[config.mk]
export PLATFORM = sky130hd
export DESIGN_NAME = band_gain_mixer
export DESIGN_NICKNAME = d
export VERILOG_FILES = /design/src/rtl/band_mixer_pkg.sv /design/src/rtl/band_mixer_round_sat.sv /design/src/rtl/band_gain_mixer.sv
export SDC_FILE = /design/constraint.sdc
export NUM_CORES = 2
export LEC_CHECK = 0
export ABC_CLOCK_PERIOD_IN_PS = 25400
export CAP_MARGIN = 30
export CORE_MARGIN = 1
export CORE_UTILIZATION = 65
export DETAILED_ROUTE_END_ITERATION = 16
export GPL_TIMING_DRIVEN = 0
export MAX_ROUTING_LAYER = met4
export PLACE_DENSITY = 0.84
export SLEW_MARGIN = 20
export SYNTH_ARGS = -nofsm -noshare
export SYNTH_HDL_FRONTEND = slang
export SYNTH_SLANG_ARGS = --single-unit
[constraint.sdc]
create_clock -name clk -period 25.4 [get_ports clk]
set_input_delay 7.62 -clock clk [delete_from_list [all_inputs] [get_ports clk]]
set_output_delay 7.62 -clock clk [all_outputs]
set_load 0.01 [all_outputs]
[src/rtl/band_mixer_pkg.sv]
// ============================================================================
// band_mixer_pkg : widths, Q-format constants, FSM states and band indices
// Revision 1.0
// ============================================================================
`default_nettype none

package band_mixer_pkg;

  localparam int NUM_BANDS = 10;
  localparam int DATA_W    = 24;
  localparam int GAIN_W    = 16;
  localparam int ACC_W     = DATA_W + GAIN_W + 4;
  localparam int FRAC_BITS = 14;

  localparam logic [GAIN_W-1:0] GAIN_UNITY = 16'h4000;

  // Band order as produced by the FIR bank
  localparam int BAND_LP      = 0;
  localparam int BAND_64_125  = 1;
  localparam int BAND_125_250 = 2;
  localparam int BAND_250_500 = 3;
  localparam int BAND_500_1K  = 4;
  localparam int BAND_1K_2K   = 5;
  localparam int BAND_2K_4K   = 6;
  localparam int BAND_4K_8K   = 7;
  localparam int BAND_8K_16K  = 8;
  localparam int BAND_HP      = 9;

  typedef enum logic [1:0] {
    IDLE  = 2'd0,
    MAC   = 2'd1,
    ROUND = 2'd2
  } mix_state_t;

endpackage

`default_nettype wire

[src/rtl/band_mixer_round_sat.sv]
// ============================================================================
// band_mixer_round_sat : Q-shift with round-half-up and saturation to DATA_W
// Revision 1.0
// ============================================================================
`default_nettype none

module band_mixer_round_sat
  import band_mixer_pkg::*;
(
  input  logic signed [ACC_W-1:0]  acc,
  output logic        [DATA_W-1:0] sample,
  output logic                     sat
);

  localparam logic signed [ACC_W-1:0] ROUND_HALF = ACC_W'(1) <<< (FRAC_BITS - 1);
  localparam logic [DATA_W-1:0]       SAT_MAX    = {1'b0, {(DATA_W-1){1'b1}}};
  localparam logic [DATA_W-1:0]       SAT_MIN    = {1'b1, {(DATA_W-1){1'b0}}};

  logic signed [ACC_W-1:0] biased;
  logic signed [ACC_W-1:0] rounded;
  logic                    in_range;

  assign biased  = acc + ROUND_HALF;
  assign rounded = biased >>> FRAC_BITS;

  // Representable iff every bit from the DATA_W sign bit upward agrees
  assign in_range = (&rounded[ACC_W-1:DATA_W-1]) | ~(|rounded[ACC_W-1:DATA_W-1]);

  assign sat    = ~in_range;
  assign sample = in_range          ? rounded[DATA_W-1:0] :
                  rounded[ACC_W-1]  ? SAT_MIN : SAT_MAX;

endmodule

`default_nettype wire

[src/rtl/band_gain_mixer.sv]
// ============================================================================
// band_gain_mixer : per-band gain, time-multiplexed MAC, round/saturate mix
// Revision 1.0   optional clip counter: BAND_MIXER_CLIP_CNT_EN
// ============================================================================
`default_nettype none

module band_gain_mixer
  import band_mixer_pkg::*;
(
  input  logic                        clk,
  input  logic                        rst_n,
  input  logic                        enable,
  input  logic                        sample_valid,
  input  logic [NUM_BANDS*DATA_W-1:0] bands_in,
  input  logic                        gain_we,
  input  logic [3:0]                  gain_addr,
  input  logic [GAIN_W-1:0]           gain_wdata,
  input  logic                        overrun_clr,
  output logic [DATA_W-1:0]           audio_out,
  output logic                        out_valid,
  output logic                        busy,
  output logic                        overrun,
  output logic [15:0]                 clip_count
);

  localparam int IDX_W  = 4;
  localparam int PROD_W = DATA_W + GAIN_W;

  mix_state_t               state, state_nxt;
  logic [IDX_W-1:0]         idx;
  logic signed [ACC_W-1:0]  acc;
  logic signed [PROD_W-1:0] prod;
  logic signed [DATA_W-1:0] band_q      [NUM_BANDS];
  logic signed [GAIN_W-1:0] gain_shadow [NUM_BANDS];
  logic signed [GAIN_W-1:0] gain_active [NUM_BANDS];
  logic signed [DATA_W-1:0] band_sel;
  logic signed [GAIN_W-1:0] gain_sel;
  logic                     accept;
  logic                     in_mac;
  logic                     in_round;
  logic [DATA_W-1:0]        round_sample;
  logic                     round_sat;

  assign accept = (state == IDLE) && sample_valid && enable;

  always_ff @(posedge clk or negedge rst_n) begin
    if (!rst_n) state <= IDLE;
    else        state <= state_nxt;
  end

  always_comb begin
    state_nxt = state;
    case (state)
      IDLE:    if (accept) state_nxt = MAC;
      MAC:     if (idx == IDX_W'(NUM_BANDS)) state_nxt = ROUND;
      ROUND:   state_nxt = IDLE;
      default: state_nxt = IDLE;
    endcase
  end

  always_comb begin
    busy     = (state != IDLE);
    in_mac   = (state == MAC);
    in_round = (state == ROUND);
  end

  generate
    for (genvar i = 0; i < NUM_BANDS; i++) begin : g_band
      logic wr_hit;
      assign wr_hit = gain_we && (gain_addr == IDX_W'(i));

      // Write-then-copy: a write coincident with acceptance lands in the active set
      always_ff @(posedge clk or negedge rst_n) begin
        if (!rst_n) begin
          gain_shadow[i] <= GAIN_UNITY;
          gain_active[i] <= GAIN_UNITY;
          band_q[i]      <= '0;
        end else begin
          if (wr_hit) gain_shadow[i] <= gain_wdata;
          if (accept) begin
            gain_active[i] <= wr_hit ? gain_wdata : gain_shadow[i];
            band_q[i]      <= bands_in[DATA_W*i +: DATA_W];
          end
        end
      end
    end
  endgenerate

  always_comb begin
    band_sel = '0;
    gain_sel = '0;
    for (int i = 0; i < NUM_BANDS; i++) begin
      if (idx == IDX_W'(i)) begin
        band_sel = band_q[i];
        gain_sel = gain_active[i];
      end
    end
  end

  // Product is registered, so MAC runs NUM_BANDS+1 cycles to drain the last one
  always_ff @(posedge clk or negedge rst_n) begin
    if (!rst_n) begin
      idx       <= '0;
      acc       <= '0;
      prod      <= '0;
      audio_out <= '0;
      out_valid <= 1'b0;
    end else begin
      out_valid <= 1'b0;
      if (accept) begin
        idx  <= '0;
        acc  <= '0;
        prod <= '0;
      end else if (in_mac) begin
        idx  <= idx + IDX_W'(1);
        prod <= band_sel * gain_sel;
        if (idx != '0) acc <= acc + ACC_W'(prod);
      end else if (in_round) begin
        audio_out <= round_sample;
        out_valid <= 1'b1;
      end
    end
  end

  always_ff @(posedge clk or negedge rst_n) begin
    if (!rst_n)                          overrun <= 1'b0;
    else if (sample_valid && busy)       overrun <= 1'b1;
    else if (overrun_clr)                overrun <= 1'b0;
  end

  band_mixer_round_sat u_round_sat (
    .acc    (acc),
    .sample (round_sample),
    .sat    (round_sat)
  );

`ifdef BAND_MIXER_CLIP_CNT_EN
  always_ff @(posedge clk or negedge rst_n) begin
    if (!rst_n)
      clip_count <= '0;
    else if (in_round && round_sat && (clip_count != 16'hFFFF))
      clip_count <= clip_count + 16'd1;
  end
`else
  logic unused_round_sat;
  assign unused_round_sat = round_sat;
  assign clip_count       = '0;
`endif

endmodule

`default_nettype wire

[Word-level counts from Yosys, hierarchy flattened]
Cells that the tools add are included.
Storage, ports and cells
  input bits: 266
  word-level logic and storage cells: 141
  register bits: 676
Cells by class
  equal/unequal tests: 23
  multipliers: 1
  bitwise logic cells: 4
  $add $sub $neg: 3
  mux-type cells: 47
  reduce and logical (&&, ||, !) cells: 26
Operator list (number)
  16-bit two-way mux: 20
  24-bit two-way mux: 12
  44-bit two-way mux: 3
  40-bit two-way mux: 2
  44-bit by 15-bit adder with 44-bit output (second input constant): 1
  44-bit by 40-bit adder with 44-bit output: 1
  24-bit by 16-bit multiplier with 40-bit output: 1
  4-bit by 3-bit == test with 1-bit output (second input constant): 8
  4-bit == test (second input constant): 5
  4-bit by 2-bit == test with 1-bit output (second input constant): 4
  1-bit logical AND: 13
  4-bit by 1-bit == test with 1-bit output (second input constant): 2
  4-bit logical NOT: 2
  4-bit two-way mux: 2
  2-bit nonzero test: 4
  7-bit AND reduction: 1
  7-bit OR reduction: 1
  1-bit two-way mux: 5
  4-bit by 1-bit adder with 4-bit output (second input constant): 1
  2-bit two-way mux: 2
  2-bit case mux with 2 select lines: 1
  2-bit AND reduction: 2
  4-bit nonzero test: 1
  1-bit inverter: 3
  7 further kinds: 7

[Longest topological paths before layout]
  depth in word-level cells: 14
  gate-level depth with buffers: 37

[By module]
Synthesis repeated with hierarchy kept, for this count alone.
Second synthesis, totals
  cells, all modules: 4986
  area, all modules: 45155.8 sq um
Modules (own cells, without submodules)
  band_gain_mixer: instances 1, cells an instance 4847, area each 44136.1 sq um, sequential area each 16941.2 sq um
  band_mixer_round_sat: instances 1, cells an instance 139, area each 1019.7 sq um, sequential area each 0.0 sq um

[Worst setup path before layout]
Ideal clock, no wire load.
  path kind: input port to flip-flop
  from: input gain_we
  to: register gain_active[16] (netlist name)
  data required time: 25.283 ns
  path buffers: 1
  library setup time: 0.117 ns
  cell stages on the path: 8
  setup slack: 16.032 ns
  data arrival time: 9.251 ns
  path through: nor2b_1 nor2b_1 nand2_1 nor2_1 clkbuf_1 mux2_2 nand2_1 nand2_1
On the way
  longest elaborated chain between the ends: 2
Ends and longest elaborated chain
  start: declaration: RTL line band_gain_mixer.sv:15  | input logic gain_we,
  1-bit logical AND: RTL line band_gain_mixer.sv:70  | assign wr_hit = gain_we && (gain_addr == IDX_W'(i));
  16-bit two-way mux
  end signal: indexed assignment: RTL line band_gain_mixer.sv:81  | gain_active[i] <= wr_hit ? gain_wdata : gain_shadow[i];
  end: declaration: RTL line band_gain_mixer.sv:35  | logic signed [GAIN_W-1:0] gain_active [NUM_BANDS];
No other way between the ends.
A chain may end at the register's enable or synchronous reset.

[Worst setup path after layout]
  from: register idx[1]
  to: register prod[38]
On the way
  longest elaborated chain between the ends: 14
Ends and longest elaborated chain
  start: declaration: RTL line band_gain_mixer.sv:30  | logic [IDX_W-1:0] idx;
  start signal: assignment: RTL line band_gain_mixer.sv:115  | idx <= idx + IDX_W'(1);
  4-bit logical NOT: RTL line band_gain_mixer.sv:93  | if (idx == IDX_W'(i)) begin
  24-bit two-way mux or 16-bit two-way mux (tied branches) (10 in series): RTL line band_gain_mixer.sv:93
  24-bit by 16-bit multiplier with 40-bit output *: RTL line band_gain_mixer.sv:116  | prod <= band_sel * gain_sel;
  40-bit two-way mux *: RTL line band_gain_mixer.sv:114  | end else if (in_mac) begin
  40-bit two-way mux *: RTL line band_gain_mixer.sv:110  | if (accept) begin
  end signal: assignment: RTL line band_gain_mixer.sv:116
  end: declaration: RTL line band_gain_mixer.sv:32  | logic signed [PROD_W-1:0] prod;
Mark *: on every way between the ends. The rest lies on a longest branch, timed or not. The select of a mux whose other input is x is not followed.

==> summary.txt <==
Critical path
  • Crit end category: flop
  • Worst path slowest cell: a2111oi_0
  • Number of buffer and inverter stages on the critical path: 6
  • R2r setup slk: 13.81 ns
  • Largest stage delay, worst path: 0.86 ns
  • Setup CP Type: flop to flop
  • Most used cell, CP: fa_1
  • Critical path arrival: 12.08 ns
  • Critical path required time: 25.90 ns
  • Crit path max fanout: 10
  • Delay-heaviest family, CP: compound AO/OA/AOI/OAI gates
  • Crit start category: flop

Detailed routing
  • Met1 WL: 52.0 mm
  • DRT Pass-1 Iters: 6
  • Initial DRC Count: 4412
  • Routed WL: 143 mm
  • Final ANT Viol Nets: 0
  • Met2 routed WL: 67.0 mm
  • Drt drc: 0
  • Top Metal Used: met4
  • Met3 WL: 14.3 mm
  • Vias per inst: 6.07
  • Vias: 38500
  • Routed WL per cell: 22.6 um

Synthesis
  • Synth area leaders: dfrtp_1, fa_1, nand2_1
  • Async SR Flop Fraction: 100%
  • Yosys cell types: 81
  • Seq/Total Area, Yosys: 37.6%
  • EDFF count, synth: 0
  • Flop and latch count out of synthesis: 676
  • Top cell type's share of synthesized area: 36.5%
  • Avg Inst Size Synth: 9.08 um^2
  • Yosys top cell by area: dfrtp_1
  • Mapped Cells: 4955
  • Synthesis Warnings: 0
  • Top_reg_cell synth: dfrtp_1
  • Synthesized area: 45000 um^2

Global route
  • Number of global-route vias before repair: 38800
  • Grt total ovfl: 0
  • Number of antenna violations at the first check in global routing: 3
  • First-pass GRT wire length: 220 mm
  • Pin count of the biggest net entering global routing: 104
  • Total track usage: 42.7%

Timing
  • Clock Skew: 0.0370 ns
  • Hold Fails Final Rpt: 0
  • Max Clk Rate: 86.3 MHz
  • RSZ-0062 raised after global routing: no
  • Worst slew margin: 27.1%
  • Fin crit share: 45.6%
  • Fin. max-slew vios: 0
  • Final setup viols: 0
  • Post-route setup TNS: 0 ns
  • Final WS setup: 13.81 ns
  • Tmin final: 11.59 ns
  • Worst Tran Pin Value: 1.09 ns

Cells and area
  • Commonest non-fill, non-tap cell in the layout: nand2_1
  • Register Area: 16900 um^2
  • Multi-input logic area: 25200 um^2
  • Synthesis-to-layout area growth: 15.7%
  • Layout cells sized above 1: 8.08%
  • Final Cell Area: 52100 um^2
  • Most frequent cells in the layout: nand2_1, dfrtp_1, inv_1, fa_1, clkdlybuf4s50_1
  • Layout Nets: 6138
  • Layout fillers: 4797

Placed design
  • RePlAce Congestion: 1.02
  • Worst slack, placed: 14.01 ns
  • Buffers added on ports: 276
  • Placed inst area: 49300 um^2
  • HPWL Detailed: 109 mm

Job
  • Max Cap Viol: 0

Clock tree
  • Cts hold-fix bufs: 0
  • CTS clk-pin slew, worst paths: 0.06 ns
  • CTS tree: yes
  • Longest Clk Path Bufs: 3
  • Post-CTS sizing: 0
  • TritonCTS Buffers: 73
  • CTS root buf: clkbuf_16
  • Post-CTS Setup Repair Bufs: 0
  • Num Clock Sinks: 676
  • H-tree depth: 3
  • Clk_lat worst skew: 0.66 ns

Die
  • Die Wd: 265 um
  • Die Area: 70300 um^2
  • Core area: 68600 um^2
  • Die Y-Extent: 265 um
  • IO Pins: 309
  • Initial core utilization: 65.6%
  • FP Rows: 96

Status
  • Status: complete, no violations

Worst hold path
  • Worst hold path type: flop to flop
-- tightest hold or removal path, delay by kind of cell (launching register included) --
family / cells / cell delay [ns]
AND/OR/NAND/NOR: 2 / 0.10
flip-flops: 1 / 0.37
-- kinds of logic after synthesis --
kind of cell               Yosys count  synth area share, %
DFF                                676                 37.6
xor gates and xnor gates           101                 1.97
buffers and inverters              750                 6.55
and+or+nand+nor                   2121                 19.2
AOI/OAI and AO/OA                  619                 9.77
other                                1              0.00833
adders and majority gates          521                 20.7
muxes                              166                 4.14
-- flip-flops by register name, indices dropped and copies added (netlist names) --
register and flops:
out_valid 1, acc 44, band_q 240, prod 40, audio_out 24, state 2, overrun 1, idx 4
gain_active 160, gain_shadow 160
-- metrics by stage --
step | cells | utilization [%] | hold slack (ns)
after floorplan | 4970 | - | 0.437
after global placement | 6177 | 71.4 | 0.445
after detailed placement | 6198 | 71.9 | 0.449
after CTS | 6333 | 75.8 | 0.462
after global routing | 6344 | 75.9 | 0.476
final | 6345 | 75.9 | 0.463
-- cell usage after synthesis, types with 21 or more instances --
| cell type | instances |
|---|---|
| o21ai_0 | 115 |
| nand3_1 | 101 |
| nor2_1 | 258 |
| nand2_1 | 1542 |
| nand2b_1 | 22 |
| buf_2 | 28 |
| inv_1 | 457 |
| ha_1 | 146 |
| a21oi_1 | 121 |
| and2_1 | 31 |
| mux2_2 | 160 |
| a211oi_1 | 39 |
| a221o_1 | 33 |
| xor2_1 | 48 |
| xnor2_1 | 53 |
| nor3_1 | 67 |
| o211ai_1 | 41 |
| clkbuf_1 | 226 |
| dfrtp_1 | 656 |
| fa_1 | 375 |
| o211ai_2 | 21 |
| a221oi_1 | 61 |
| a21o_1 | 35 |
| a22oi_1 | 28 |
| nor2b_1 | 28 |
-- path summary, 6_finish.rpt --
path,startpoint,to,depth (start not counted)
max in group asynchronous,rst_n,gain_active[18]$_DFFE_PN0P_,5
hold reg to reg,gain_active[62]$_DFFE_PN1P_,gain_active[62]$_DFFE_PN1P_,2
setup reg to reg,idx[1]$_DFFE_PN0P_,prod[38]$_DFFE_PN0P_,33
hold / removal,gain_active[62]$_DFFE_PN1P_,gain_active[62]$_DFFE_PN1P_,2
setup / recovery,idx[1]$_DFFE_PN0P_,prod[38]$_DFFE_PN0P_,33
min in group asynchronous,rst_n,audio_out[16]$_DFFE_PN0P_,1
-- per-layer routing --
metal | vias up | global-route usage [%]
met5 | - | -
met4 | 0 | 25.5
met3 | 578 | 8.57
met2 | 2303 | 66.2
met1 | 18900 | 52.2
li1 | 16700 | -
-- final cells by class --
type	instances	share of cell area, %
Multi-Input combinational cell	3544	48.4
Tap cell	931	2.24
Antenna cell	3	0.0144
Buffer	292	2.36
Inverter	458	3.30
Timing Repair Buffer	306	6.03
Sequential cell	676	32.5
Clock buffer	101	3.98
Clock inverter	34	1.10
Power is left out: the tool's default activity adds up to more than one toggle a clock period on the data nets, which glitch-free logic cannot reach.
